File: src/rtl/mem_arb_pkg.sv
// ---------------------------------------------------------------------------
// mem_arb_pkg
//  Shared types and defaults for the memory bus arbiter that splits one
//  SRAM-like bus between the fetch port and the data port of the core.
//
//  Contents
//   arb_state_e : IDLE / ADDR / WAIT bus-side sequencer states
//   arb_grant_e : which port owns the transaction in flight
//   DEF_*       : default widths used by the arbiter parameters
//   BE_W        : byte-enable width for the default data width
// ---------------------------------------------------------------------------
package mem_arb_pkg;

    localparam int DEF_ADDR_W = 32;
    localparam int DEF_DATA_W = 32;
    localparam int DEF_PERF_W = 32;
    localparam int BE_W       = DEF_DATA_W / 8;

    typedef enum logic [1:0] {
        IDLE = 2'd0,
        ADDR = 2'd1,
        WAIT = 2'd2
    } arb_state_e;

    typedef enum logic {
        GNT_I = 1'b0,
        GNT_D = 1'b1
    } arb_grant_e;

endpackage

File: src/rtl/mem_bus_arbiter.sv
// ---------------------------------------------------------------------------
// mem_bus_arbiter
//  Shares one SRAM-like memory bus between the instruction-fetch port and the
//  data-access port of the core. One transaction is in flight at a time and
//  the data port wins when both ports want the bus. A single combinational
//  stall is held until every port requested in the current pipeline cycle
//  has completed.
//
//  Optional feature: define ARB_PERF_EN to add three wrapping performance
//  counters exposed on perf_cnt = {stall_cyc, data_txn, inst_txn}.
//
//  Ports
//   clk, rst                      clock (rising edge), async active-low reset
//   inst_req/inst_addr            fetch request, held until stall falls
//   inst_rdata                    registered fetched word
//   data_req/data_wr/data_wen     load/store request, held until stall falls
//   data_addr/data_wdata          load/store address and store data
//   data_rdata                    registered load data
//   stall                         combinational pipeline stall
//   perf_cnt                      performance counters (ARB_PERF_EN only)
//   bus_req/bus_wr/bus_wen        bus address-phase request and attributes
//   bus_addr/bus_wdata            bus address and write data
//   bus_addr_ok/bus_data_ok       bus handshakes
//   bus_rdata                     bus read data, valid with bus_data_ok
// ---------------------------------------------------------------------------
module mem_bus_arbiter
    import mem_arb_pkg::*;
#(
    parameter int ADDR_W = DEF_ADDR_W,
    parameter int DATA_W = DEF_DATA_W,
    parameter int PERF_W = DEF_PERF_W
) (
    input  logic                  clk,
    input  logic                  rst,

    input  logic                  inst_req,
    input  logic [ADDR_W-1:0]     inst_addr,
    output logic [DATA_W-1:0]     inst_rdata,

    input  logic                  data_req,
    input  logic                  data_wr,
    input  logic [DATA_W/8-1:0]   data_wen,
    input  logic [ADDR_W-1:0]     data_addr,
    input  logic [DATA_W-1:0]     data_wdata,
    output logic [DATA_W-1:0]     data_rdata,

    output logic                  stall,
`ifdef ARB_PERF_EN
    output logic [3*PERF_W-1:0]   perf_cnt,
`endif

    output logic                  bus_req,
    output logic                  bus_wr,
    output logic [DATA_W/8-1:0]   bus_wen,
    output logic [ADDR_W-1:0]     bus_addr,
    output logic [DATA_W-1:0]     bus_wdata,
    input  logic                  bus_addr_ok,
    input  logic                  bus_data_ok,
    input  logic [DATA_W-1:0]     bus_rdata
);

    localparam int WEN_W = DATA_W / 8;

    arb_state_e         state_q, state_d;
    arb_grant_e         grant_q, grant_d;
    logic               i_done_q, i_done_d;
    logic               d_done_q, d_done_d;
    logic               bus_wr_q, bus_wr_d;
    logic [WEN_W-1:0]   bus_wen_q, bus_wen_d;
    logic [ADDR_W-1:0]  bus_addr_q, bus_addr_d;
    logic [DATA_W-1:0]  bus_wdata_q, bus_wdata_d;
    logic [DATA_W-1:0]  inst_rdata_q, inst_rdata_d;
    logic [DATA_W-1:0]  data_rdata_q, data_rdata_d;

    logic               complete;
    logic               pending_i, pending_d;
    logic               i_done_eff, d_done_eff;
    logic               stall_w;

    // Requests not yet served in this pipeline cycle, as seen when idle.
    assign pending_i = inst_req & ~i_done_q;
    assign pending_d = data_req & ~d_done_q;

    // State register plus the registered bus fields, grant and read data.
    always_ff @(posedge clk or negedge rst) begin
        if (!rst) begin
            state_q      <= IDLE;
            grant_q      <= GNT_I;
            i_done_q     <= 1'b0;
            d_done_q     <= 1'b0;
            bus_wr_q     <= 1'b0;
            bus_wen_q    <= '0;
            bus_addr_q   <= '0;
            bus_wdata_q  <= '0;
            inst_rdata_q <= '0;
            data_rdata_q <= '0;
        end else begin
            state_q      <= state_d;
            grant_q      <= grant_d;
            i_done_q     <= i_done_d;
            d_done_q     <= d_done_d;
            bus_wr_q     <= bus_wr_d;
            bus_wen_q    <= bus_wen_d;
            bus_addr_q   <= bus_addr_d;
            bus_wdata_q  <= bus_wdata_d;
            inst_rdata_q <= inst_rdata_d;
            data_rdata_q <= data_rdata_d;
        end
    end

    // Next-state logic. The bus fields are captured only on the IDLE->ADDR
    // transition so they stay stable for the whole address phase.
    always_comb begin
        state_d     = state_q;
        grant_d     = grant_q;
        bus_wr_d    = bus_wr_q;
        bus_wen_d   = bus_wen_q;
        bus_addr_d  = bus_addr_q;
        bus_wdata_d = bus_wdata_q;
        complete    = 1'b0;

        unique case (state_q)
            IDLE: begin
                if (pending_d) begin
                    state_d     = ADDR;
                    grant_d     = GNT_D;
                    bus_wr_d    = data_wr;
                    bus_wen_d   = data_wr ? data_wen : '0;
                    bus_addr_d  = data_addr;
                    bus_wdata_d = data_wdata;
                end else if (pending_i) begin
                    state_d     = ADDR;
                    grant_d     = GNT_I;
                    bus_wr_d    = 1'b0;
                    bus_wen_d   = '0;
                    bus_addr_d  = inst_addr;
                    bus_wdata_d = '0;
                end
            end
            ADDR: begin
                if (bus_addr_ok) begin
                    if (bus_data_ok) begin
                        complete = 1'b1;
                        state_d  = IDLE;
                    end else begin
                        state_d  = WAIT;
                    end
                end
            end
            WAIT: begin
                if (bus_data_ok) begin
                    complete = 1'b1;
                    state_d  = IDLE;
                end
            end
            default: state_d = IDLE;
        endcase
    end

    // Done flags include the completing transaction in the same cycle so the
    // stall drops in the completion cycle rather than one cycle later. Once
    // stall is low the pipeline advances and both flags start fresh.
    always_comb begin
        i_done_eff   = i_done_q | (complete & (grant_q == GNT_I));
        d_done_eff   = d_done_q | (complete & (grant_q == GNT_D));
        stall_w      = (inst_req & ~i_done_eff) | (data_req & ~d_done_eff);
        i_done_d     = stall_w ? i_done_eff : 1'b0;
        d_done_d     = stall_w ? d_done_eff : 1'b0;
        inst_rdata_d = inst_rdata_q;
        data_rdata_d = data_rdata_q;
        if (complete && !bus_wr_q) begin
            if (grant_q == GNT_I) begin
                inst_rdata_d = bus_rdata;
            end else begin
                data_rdata_d = bus_rdata;
            end
        end
    end

    // bus_req comes straight from the state so an asynchronous reset drops
    // it immediately, even mid-transaction.
    assign bus_req    = (state_q == ADDR);
    assign bus_wr     = bus_wr_q;
    assign bus_wen    = bus_wen_q;
    assign bus_addr   = bus_addr_q;
    assign bus_wdata  = bus_wdata_q;
    assign inst_rdata = inst_rdata_q;
    assign data_rdata = data_rdata_q;
    assign stall      = stall_w;

`ifdef ARB_PERF_EN
    logic [PERF_W-1:0] inst_txn_q, data_txn_q, stall_cyc_q;

    // Free-running wrapping counters of completions and stalled cycles.
    always_ff @(posedge clk or negedge rst) begin
        if (!rst) begin
            inst_txn_q  <= '0;
            data_txn_q  <= '0;
            stall_cyc_q <= '0;
        end else begin
            if (complete && (grant_q == GNT_I)) begin
                inst_txn_q <= inst_txn_q + 1'b1;
            end
            if (complete && (grant_q == GNT_D)) begin
                data_txn_q <= data_txn_q + 1'b1;
            end
            if (stall_w) begin
                stall_cyc_q <= stall_cyc_q + 1'b1;
            end
        end
    end

    assign perf_cnt = {stall_cyc_q, data_txn_q, inst_txn_q};
`endif

endmodule

File: config.mk
export PLATFORM = sky130hd
export DESIGN_NAME = mem_bus_arbiter
export DESIGN_NICKNAME = d
export VERILOG_FILES = /design/src/rtl/mem_arb_pkg.sv /design/src/rtl/mem_bus_arbiter.sv
export SDC_FILE = /design/constraint.sdc
export NUM_CORES = 1
export LEC_CHECK = 0
export ABC_AREA = 1
export BUFFER_PORTS_ARGS = -buffer_cell sky130_fd_sc_hd__buf_2
export CORE_ASPECT_RATIO = 0.6
export CORE_MARGIN = 2
export CORE_UTILIZATION = 44
export CTS_BUF_LIST = sky130_fd_sc_hd__clkbuf_8
export DETAILED_ROUTE_END_ITERATION = 8
export PLACE_DENSITY = 0.86
export SLEW_MARGIN = 20
export SYNTH_ARGS = -nofsm -noshare
export SYNTH_HDL_FRONTEND = slang
export SYNTH_SLANG_ARGS = --single-unit
File: constraint.sdc
create_clock -name clk -period 1.6 [get_ports clk]
set_input_delay 0.16 -clock clk [delete_from_list [all_inputs] [get_ports clk]]
set_output_delay 0.16 -clock clk [all_outputs]
set_load 0.005 [all_outputs]
[Word-level counts from Yosys, hierarchy flattened]
Index checks and enable logic that the tools add are counted.
Storage, ports and cells
  output and inout bits: 135
  word-level logic and storage cells: 58
  input bits: 139
  register bits: 138
Operators by class
  bitwise logic cells: 14
  equal/unequal tests: 5
  muxes and demuxes: 21
  reductions and logical operators: 8
Operators with widths (count)
  two-way mux 32 bit: 4
  two-way mux 4 bit: 3
  two-way mux 2 bit: 5
  two-way mux 1 bit: 7
  bitwise AND 1 bit: 6
  one-hot mux 2 bit (3 select lines): 1
  AND reduction 2 bit: 3
  inverter 1 bit: 5
  != test 3 bit (second input constant): 1
  OR 1 bit: 3
  AND reduction 3 bit: 1
  equality test 2 x 1 -> 1 bit (second input constant): 1
  equality test 2 bit (second input constant): 1
  zero test 2 bit: 1
  != test 2 x 1 -> 1 bit (second input constant): 1
  != test 2 bit (second input constant): 1
  one-hot mux 1 bit (2 select lines): 1
  nonzero test 2 bit: 1
  logical AND 1 bit: 1
  zero test 1 bit: 1

[Depth between registers and ports, before layout]
  word-level depth: 9
  mapped depth: 9
  mapped depth without buffers: 8

[Worst setup path before layout]
No wires, ideal clock.
  path kind: register to register
  start point: register state_q[1]
  end point: register data_rdata_q[10], in the netlist data_rdata[10]
  setup slack: 0.084 ns
  period minus slack after synthesis: 1.516 ns
  library setup time: 0.117 ns
  buffers on the path: 1
  data arrival time: 1.399 ns
  stages on the path, launching flop included: 9
  required time: 1.483 ns
  path through: dfrtp_1 > inv_1 > ha_1 > nand2_1 > a21oi_1 > nand3_1 > clkbuf_1 > nand2_1 > nand2_1
Between the ends
  cells in the longest elaborated chain, start to end: 4
  elaborated cells between the ends (all ways): 5
  classes of those cells: 2 x eq/ne; 1 x mux; 2 x reduce/logical
RTL lines
  start: declaration: RTL line mem_bus_arbiter.sv:64  | arb_state_e state_q, state_d;
  start signal: assignment: RTL line mem_bus_arbiter.sv:98  | state_q <= state_d;
  equality test 2 x 1 -> 1 bit
  net bus_req: RTL line mem_bus_arbiter.sv:52  | output logic bus_req,
  one-hot mux 1 bit (2 select lines): RTL line mem_bus_arbiter.sv:122  | unique case (state_q)
  logical AND 1 bit: RTL line mem_bus_arbiter.sv:171  | if (complete && !bus_wr_q) begin
  AND reduction 2 bit (no line)
  end signal: assignment: RTL line mem_bus_arbiter.sv:107  | data_rdata_q <= data_rdata_d;
  end: declaration: RTL line mem_bus_arbiter.sv:73  | logic [DATA_W-1:0] data_rdata_q, data_rdata_d;
The timed path passes the listed nets, and every way through them passes these cells.
A chain may end at the register's enable or synchronous reset.

[Worst setup path after layout]
  start point: register state_q[0]
  end point: register inst_rdata_q[5], in the netlist inst_rdata[5]
Between the ends
  cells in the longest elaborated chain, start to end: 4
  elaborated cells between the ends (all ways): 5
  classes of those cells: 2 x eq/ne; 1 x mux; 2 x reduce/logical
RTL lines
  equality test 2 bit / equality test 2 x 1 -> 1 bit (equally long branches): RTL line mem_bus_arbiter.sv:122
  one-hot mux 1 bit (2 select lines) (*): RTL line mem_bus_arbiter.sv:122
  logical AND 1 bit (*): RTL line mem_bus_arbiter.sv:171
  AND reduction 2 bit (no line) (*)
  end signal: assignment: RTL line mem_bus_arbiter.sv:106  | inst_rdata_q <= inst_rdata_d;
  end: declaration: RTL line mem_bus_arbiter.sv:72  | logic [DATA_W-1:0] inst_rdata_q, inst_rdata_d;
Mark *: on every way between the ends. The rest lies on a longest branch, timed or not.

==> reports/metrics.csv <==
stage,metric,value,unit
cells_and_area,nets,1244,
timing,max_slew headroom,0.693,
yosys,sequential area share after synthesis,0.579,
detailed_routing,DRT iter0 DRCs,517,
placement,Post-DP Area,0.00760,sq mm
cells_and_area,layout cell share with drive strength beyond 1,0.356,
critical_path,r2r startpoint,state_q[0]$_DFFE_PN0P_,
clock_network,H-tree depth,4,
yosys,Syn Area/Cell,8.19,sq um
grt,All-Layer GR Usage,0.297,
critical_path,Startpoint Class,flip-flop,
clock_network,Max Root-Sink Buffers,2,
power,Net Sw Power,6.29,mW
clock_network,root buf cell,clkbuf_8,
timing,crit share post-route,1.13,
yosys,cell taking the most area after synthesis,dfrtp_1,
grt,antenna violations before repair,1,
yosys,synth top area cells,"dfrtp_1 58%, nand2_1 28%, nand4_1 6.8%, clkbuf_1 1.4%, buf_2 1.2%",
floorplanning,Ports,274,
floorplanning,Initial Utilization,0.457,
floorplanning,core region area,0.0131,sq mm
floorplanning,die area,0.0145,sq mm
yosys,Post-synth EDFFs,0,
clock_network,Worst-path clk slew,0.08,ns
timing,number of failing hold endpoints at the final stage,0,
placement,Post-Place Worst Slack,-0.0663,ns
placement,Placer Congestion,0.895,
critical_path,"Critical Path, Cell by Cell",inv_2 > ha_4 > nand2_4 > buf_4 > a21oi_4 > buf_4 > nand3_4 > buf_12 > nand2_1 > nand2_1,
critical_path,Max stage delay on crit path,0.40,ns
timing,Setup WS post-layout,-0.201,ns
grt,global routing's busiest layer,met2,
yosys,"FFs w/ async S/R, synth",1.00,
clock_network,latest clock arrival within the worst-skew pair,0.42,ns
power,Sequential Power Share,0.373,
cells_and_area,Synth-to-Final Area Change,56.2,%
yosys,Post-synth top cells,"439 x nand2_1, 138 x dfrtp_1, 65 x nand4_1, 22 x clkbuf_1, 14 x buf_2",
timing,"Slew Viols, Final",0,
placement,Post-DP HPWL,12800,um
floorplanning,chip width,154,um
critical_path,Worst Path Max Fanout,8,
critical_path,CP endpoint kind,flip-flop,
grt,gr ovfl total,0,
grt,M1 GR Usage,0.366,
grt,largest net degree at the start of global routing,48,
timing,setup_tns,-10.84,ns
detailed_routing,WL per Instance,16.3,um
timing,Worst-Margin Slew,0.460,ns
timing,Highest Clock Rate,555,MHz
placement,Buffers on Ports,273,
yosys,Most used DFF post-synth,dfrtp_1,
cells_and_area,final non-filler cell total,1285,
detailed_routing,TritonRoute pass-1 iters,5,
power,Comb power frac,0.442,
yosys,share of the synthesized area in the top cell type,0.579,
power,Sw Share,0.394,
yosys,Ys Warns,0,
power,cell area power density,1710,mW/mm^2
run_status,outcome,finished with violations,
power,Pleak,5.40,nW
power,Total Power,16.0,mW
critical_path,Setup Crit Path Kind,flip-flop to flip-flop,
critical_path,Setup crit start,state_q[0]$_DFFE_PN0P_,
clock_network,CTS tree,done,
power,internal power,9.66,mW
clock_network,# clock sinks,138,
detailed_routing,vias per std cell,5.09,
critical_path,"Arr. time, crit path",2.11,ns
grt,first-pass GRT wire length,33600,um
power,power share of the clock group,0.185,
cells_and_area,Finished Cell Area,0.00932,sq mm
grt,GR Layer Usage met3,0.0770,
worst_hold_path,Hold Crit Depth,3,
detailed_routing,vias,6538,
clock_network,clock buffer count from CTS,17,
yosys,post-synth cell types,19,
yosys,synthesized flop and latch total,138,
worst_hold_path,Hold Path Origin,bus_rdata[11],
critical_path,worst reg-to-reg path cell count,10,
timing,Final Setup Violations,65,
timing,hold slack,0.0190,ns
timing,fin crit period,1.80,ns
yosys,most common cell in the netlist,nand2_1,
power,Max VDD drop,835,uV
cells_and_area,final core occ,0.714,
timing,skew final,0.0127,ns
grt,GR Util met2,0.508,
run_status,failing checks,negative setup slack,
detailed_routing,final antenna-violating net count,0,
worst_hold_path,Worst Hold Class,input pin to flip-flop,
yosys,syn nets,872,
yosys,mapped cell area,0.00597,sq mm
timing,RSZ-0062 raised after global routing,true,
flow_run,Max Cap Violations,0,
floorplanning,row cnt,32,
critical_path,Slowest cell on crit path,dfrtp_1,
placement,placed cells,1153,
yosys,Cells after Synth,729,
critical_path,Crit path required time,1.91,ns
detailed_routing,WL final,20900,um
floorplanning,die height,94.2,um
grt,vias in the first global route,6791,
detailed_routing,Post-route DRC,0,
-- per-layer routing --
layer	share of wire	wire length, um
met5	0	0
met3	0.091	1910
met2	0.47	9740
met1	0.42	8740
met4	0.025	524
-- what timing repair did --
action,4_1_cts,5_1_grt
hold buffers,71,0
endpoints found under the hold margin,134,0
pin swaps,16,8
endpoints found under the setup margin,67,90
setup buffers,16,7
gates cloned,6,2
gates resized for setup,54,11
-- cells by family (layout without fill, tap and decap cells) --
logic type | Yosys count | count (layout) | share of synthesized area
flip-flops | 138 | 138 | 0.579
AND/OR/NAND/NOR | 519 | 519 | 0.357
AO/OA/AOI/OAI | 6 | 6 | 0.00734
buffers and inverters | 62 | 447 | 0.0488
other | 0 | 1 | 0
adder cells (fa/ha/maj) | 4 | 4 | 0.00839
-- cell type report --
class	count	area [sq um]
flip-flops and latches	138	3450
inverters	15	61.3
diodes	1	2.50
clock buffers	19	262
fillers	915	3730
well taps	170	213
multi-input cells	529	2380
repair buffers	400	2790
clock inverters	13	151
-- state kept, by name, summed over array words and instances (netlist names) --
register / flops
bus_addr: 32
bus_wdata: 32
bus_wen: 4
bus_wr: 1
d_done_q: 1
data_rdata: 32
grant_q: 1
i_done_q: 1
inst_rdata: 32
state_q: 2
-- layout by cell type (no fill, tap or decap), types with 2 or more instances in the layout --
cell           Yosys  routed
nand2_4            0       5
buf_6              2       6
a21oi_4            1       2
inv_2              3       6
nand4_1           65      65
nand2_1          439     421
clkbuf_16          0       2
dfrtp_1          138     138
clkbuf_8           0      19
dlygate4sd3_1      0      71
inv_4              0       2
buf_2             14     272
clkinv_4           0       2
buf_4              7      34
inv_1             12       9
buf_16             0       3
bufinv_16          0       3
bufbuf_16          0       2
buf_12             0      10
clkinv_2           0       4
a21oi_1            3       2
nand3_1           11       7
nand3_4            0       4
ha_4               0       2
nand2_2            1      14
-- power groups by stage --
stage          sequential (mW)  combinational (mW)  clock (mW)
3_5_place_dp              5.89                5.93           0
6_report                  5.96                7.04        2.95
2_1_floorplan             5.94                2.96           0
3_3_place_gp              5.87                5.73           0
4_1_cts                   5.90                6.74        3.02
5_1_grt                   6.09                7.81        3.18
-- worst paths after layout --
kind	to	slack, ns
max	inst_rdata[5]$_DFFE_PN0P_	-0.20
max in group asynchronous	data_rdata[1]$_DFFE_PN0P_	0.72
min	inst_rdata[11]$_DFFE_PN0P_	0.02
min in group asynchronous	bus_addr[30]$_DFFE_PN0P_	0.24
max reg2reg	inst_rdata[5]$_DFFE_PN0P_	-0.20
min reg2reg	bus_addr[22]$_DFFE_PN0P_	0.47
-- critical path, delay by kind of cell, from the launching register on --
kind | cells | cell delay, ns
buffers and inverters | 4 | 0.55
DFF | 1 | 0.40
adders and majority gates | 1 | 0.27
AOI/OAI and AO/OA | 1 | 0.17
and+or+nand+nor | 4 | 0.31
Power figures use the tool's default switching activity.
